==> src/rtl/dadda_pkg.sv <==
// rtl/dadda_pkg.sv - product width constants shared by the Dadda multiplier blocks
package dadda_pkg;

    localparam int DADDA_N     = 8;
    localparam int DADDA_ROW_W = 2 * DADDA_N;
    localparam int DADDA_SPLIT = DADDA_ROW_W / 2;

endpackage

==> src/rtl/cpa_slice.sv <==
// rtl/cpa_slice.sv - combinational W-bit carry-propagate slice: {co, s} = a + b + ci
module cpa_slice #(
    parameter int W = 8
) (
    input  logic [W-1:0] a_i,
    input  logic [W-1:0] b_i,
    input  logic         ci_i,
    output logic [W-1:0] s_o,
    output logic         co_o
);

    logic [W:0] total;

    assign total = {1'b0, a_i} + {1'b0, b_i} + {{W{1'b0}}, ci_i};
    assign s_o   = total[W-1:0];
    assign co_o  = total[W];

endmodule

==> src/rtl/dadda_cpa_pipe.sv <==
// rtl/dadda_cpa_pipe.sv - two-stage elastic carry-propagate adder resolving the compressor tree rows
module dadda_cpa_pipe
    import dadda_pkg::*;
#(
    parameter int WIDTH = DADDA_ROW_W,
    parameter int SPLIT = DADDA_SPLIT
) (
    input  logic             clk,
    input  logic             rst_n,
    input  logic             in_valid,
    output logic             in_ready,
    input  logic [WIDTH-1:0] row_a,
    input  logic [WIDTH-1:0] row_b,
    input  logic             cin,
    output logic             out_valid,
    input  logic             out_ready,
    output logic [WIDTH:0]   sum
);

    localparam int HW = WIDTH - SPLIT;

    logic             v1_q, v1_d;
    logic             v2_q, v2_d;
    logic [SPLIT-1:0] lo_q, lo_d;
    logic             c1_q, c1_d;
    logic [HW-1:0]    ha_q, hb_q;
    logic [WIDTH:0]   sum_q, sum_d;
    logic [HW-1:0]    hi_s;
    logic             hi_co;
    logic             s1_ld;
    logic             s2_ld;

    cpa_slice #(.W(SPLIT)) u_lo (
        .a_i  (row_a[SPLIT-1:0]),
        .b_i  (row_b[SPLIT-1:0]),
        .ci_i (cin),
        .s_o  (lo_d),
        .co_o (c1_d)
    );

    cpa_slice #(.W(HW)) u_hi (
        .a_i  (ha_q),
        .b_i  (hb_q),
        .ci_i (c1_q),
        .s_o  (hi_s),
        .co_o (hi_co)
    );

    // in_ready looks only at flop state and out_ready, never at in_valid
    assign in_ready = !v1_q || !v2_q || out_ready;
    assign s1_ld    = in_valid && in_ready;
    assign s2_ld    = v1_q && (!v2_q || out_ready);
    assign sum_d    = {hi_co, hi_s, lo_q};

    always_comb begin
        v1_d = v1_q;
        v2_d = v2_q;
        if (s1_ld) begin
            v1_d = 1'b1;
        end else if (s2_ld) begin
            v1_d = 1'b0;
        end
        if (s2_ld) begin
            v2_d = 1'b1;
        end else if (out_ready) begin
            v2_d = 1'b0;
        end
    end

    always_ff @(posedge clk or negedge rst_n) begin
        if (!rst_n) begin
            v1_q  <= 1'b0;
            v2_q  <= 1'b0;
            lo_q  <= '0;
            c1_q  <= 1'b0;
            ha_q  <= '0;
            hb_q  <= '0;
            sum_q <= '0;
        end else begin
            v1_q <= v1_d;
            v2_q <= v2_d;
            if (s1_ld) begin
                lo_q <= lo_d;
                c1_q <= c1_d;
                ha_q <= row_a[WIDTH-1:SPLIT];
                hb_q <= row_b[WIDTH-1:SPLIT];
            end
            if (s2_ld) begin
                sum_q <= sum_d;
            end
        end
    end

    assign out_valid = v2_q;
    assign sum       = sum_q;

endmodule

==> config.mk <==
export PLATFORM = sky130hd
export DESIGN_NAME = dadda_cpa_pipe
export DESIGN_NICKNAME = d
export VERILOG_FILES = /design/src/rtl/dadda_pkg.sv /design/src/rtl/cpa_slice.sv /design/src/rtl/dadda_cpa_pipe.sv
export SDC_FILE = /design/constraint.sdc
export NUM_CORES = 1
export LEC_CHECK = 0
export CAP_MARGIN = 0
export CORE_UTILIZATION = 45
export DETAILED_ROUTE_END_ITERATION = 12
export MAX_ROUTING_LAYER = met4
export PLACE_DENSITY = 0.85
export SYNTH_ARGS = -nofsm -noshare
export SYNTH_HDL_FRONTEND = slang
export SYNTH_SLANG_ARGS = --single-unit
==> constraint.sdc <==
create_clock -name clk -period 2 [get_ports clk]
set_input_delay 0.4 -clock clk [delete_from_list [all_inputs] [get_ports clk]]
set_output_delay 0.4 -clock clk [all_outputs]
set_load 0.01 [all_outputs]
==> flow_summary.toml <==
[status]
outcome = "finished, violations left"
violations = "setup timing"

[floorplanning]
coreArea_mm2 = 0.00485
die_h_um = 74.1
die-area_mm2 = 0.00548
die_w_um = 74.1
initial_core_util_pct = 48.2
row_count = 25
io_pins = 56

[clock_tree]
cts_tree = "yes"
cts_buffer_depth = 2
clkTransAtPathRegs_ps = 80
htreeDepth = 2
clock-sinks = 44
clockRootBuffer = "clkbuf_8"
cts-buffers-inserted = 5
ctsHoldBuffers = 0
clk_latency_ps = 300

[critical_path]
critPathLaunchType = "flip-flop"
critPathMostFrequentCell = "fa_2"
crit_chain = "fa_2, fa_2, a21oi_4, o211ai_1, a211o_1, a31o_2"
endpoint_kind = "flip-flop"
critical-path-max-stage-delay_ps = 450
path_delay_family = "adder cells"
cp_max_fo = 3
arrival_ps = 2320
worst-path-buf-inv = 0
path_class = "flip-flop to flip-flop"
crit_required_ps = 2190
crit_slowest_cell = "fa_2"

[route]
vias = 2035
drtAntennaViolNets = 0
drc = 0
vias_per_cell = 5.27
drt_iter0_drc = 90
finalWirelength_mm = 5.48
dr.pass1.iters = 4
wl_per_cell_um = 14.2

[yosys]
synth_flop_cell = "dfrtp_1"
synth-edff-count = 0
syn-num-nets = 289
syn-cell-area_mm2 = 0.00234
ys_ff_latch = 44
synth_area_per_cell_um2 = 9.98
seq_area_frac_synth_pct = 47.1
async_flop_share_pct = 100
yosysWarnings = 0
yosysUniqueCellTypes = 43
synth_cells = 234

[power]
power_frac_comb_pct = 38.7
intPower_w = 0.00202
power_density_mw_per_mm2 = 901
p_seq_share_pct = 41.6
p_clk_share_pct = 19.7
power_switching_share_pct = 31.3
p_sw_w = 0.000917
ir_drop_mv = 0.382
p_leak_nw = 1.50

[global_route]
grt_overflow_total = 0
grt_pass1_vias = 2070
grt_util_all_layers_pct = 22.9
use_met1_pct = 25.0
antenna_found_initial = 0
grt_util_met3_pct = 4.88
grtUsageMet2_pct = 40.9
grt_pass1_wl_mm = 9.13
busiest_layer = "met2"
grt_max_degree = 30

[sta]
finalSetupViolCount = 2
report.final.hold_viol_count = 0
tightest_slew_ps = 641
relSlewSlack_pct = 57.2
rsz0062_at_grt = "yes"
min_period_ps = 2130
finalWorstSetupSlack_ps = -128
fin_crit_sh_pct = 106
slew_violations = 0
fmax_mhz = 470
skew_ps = 5.39

[flow_run]
maxCapViolCount = 0

[finish]
nets = 373
final_common_cell = "nand2_1"
layout_common_cells = "69 x nand2_1, 49 x clkdlybuf4s50_1, 44 x dfrtp_1, 30 x buf_4, 14 x ha_1"
finalNonFillerCells = 386
diodes = 0
syn2layout_area_growth_pct = 39.3
fin_area_mm2 = 0.00325
drive_gt1_share_pct = 20.1

[placement]
place_hpwl_mm = 4.12
pre_cts_slack_ps = -550
numPortBuffers = 55
gp_congestion = 0.922
dp.cells = 376
dpl-instance-area_mm2 = 0.00314

[min_path]
hold_path.class = "input port to asynchronous set/reset pin"
-- per-stage QoR --
step                      TNS (ps)  hold slack [ps]  util (%)  total power [W]
after detailed placement     -4300              453      64.8          0.00234
after global routing          -322              154      67.1          0.00311
after floorplan              -3.23              104         -          0.00179
final                         -142              118      67.1          0.00293
after CTS                     -233              126      66.8          0.00293
after global placement       -3440              449      64.8          0.00229
-- metal layers --
layer,vias to the layer above,wire length [um]
met5,-,0
met4,0,99
met3,11,268
met2,65,2870
met1,969,2240
li1,990,-
-- power groups by stage --
| stage | Combinational, W | Sequential [W] | Clock, W |
|---|---|---|---|
| floorplan | 0.000512 | 0.00128 | 0 |
| global placement | 0.00106 | 0.00123 | 0 |
| detailed placement | 0.00110 | 0.00123 | 0 |
| CTS | 0.00112 | 0.00122 | 0.000592 |
| global route | 0.00124 | 0.00125 | 0.000625 |
| finish | 0.00113 | 0.00122 | 0.000578 |
-- flip-flops by register name, indices dropped and copies added (netlist names) --
signal / cells
sum: 17
ha_q: 8
hb_q: 8
lo_q: 8
c1_q: 1
out_valid: 1
v1_q: 1
-- timing repair --
| item | 4_1_cts | 5_1_grt |
|---|---|---|
| pin swaps | 10 | 9 |
| cloned | 0 | 0 |
| setup buffers | 0 | 2 |
| resized for setup | 15 | 5 |
| endpoints found under the setup margin | 10 | 6 |
-- layout make-up --
cell class	instances	area (um^2)
fillers	376	1590
multi-input cells	176	1200
flip-flops and latches	44	1100
repair buffers	85	753
clock buffers	8	90.1
well taps	67	83.8
inverters	6	22.5
-- worst paths after layout --
| path | startpoint | slack [ps] | to | cells past startpoint |
|---|---|---|---|---|
| max in group asynchronous | rst_n | 1300 | hb_q[2]$_DFFE_PN0P_ | 2 |
| hold / removal | rst_n | 120 | sum[9]$_DFFE_PN0P_ | 1 |
| hold reg to reg | sum[10]$_DFFE_PN0P_ | 480 | sum[10]$_DFFE_PN0P_ | 2 |
| setup / recovery | hb_q[0]$_DFFE_PN0P_ | -130 | sum[14]$_DFFE_PN0P_ | 6 |
| setup reg to reg | hb_q[0]$_DFFE_PN0P_ | -130 | sum[14]$_DFFE_PN0P_ | 6 |
| min in group clk | sum[10]$_DFFE_PN0P_ | 480 | sum[10]$_DFFE_PN0P_ | 2 |
-- cell usage after synthesis, drive strengths merged (4+ instances only) --
cell | count | area (um^2)
a21oi | 6 | 30.0
and2 | 5 | 32.5
nand2b | 4 | 25.0
fa | 4 | 80.1
dfrtp | 44 | 1100
o31ai | 6 | 45.0
mux2 | 10 | 113
buf | 5 | 27.5
ha | 14 | 175
nand2 | 69 | 259
o21ai | 8 | 40.0
nor2 | 5 | 18.8
inv | 6 | 22.5
-- cell families after synthesis --
family,count (synthesis),synth area share (%)
AOI/OAI and AO/OA,49,14.9
xor gates and xnor gates,3,1.13
adders and majority gates,18,10.9
buffers and inverters,14,3.21
DFF,44,47.1
muxes,10,4.82
and+or+nand+nor,96,17.8
-- worst register-to-register path, cell delays in order (launching register included) --
cell      delay [ps]
dfrtp_1          410
fa_2             450
fa_2             410
a21oi_4          160
o211ai_1         110
a211o_1          280
a31o_2           210
No activity file was read; power rests on OpenSTA's default activity.
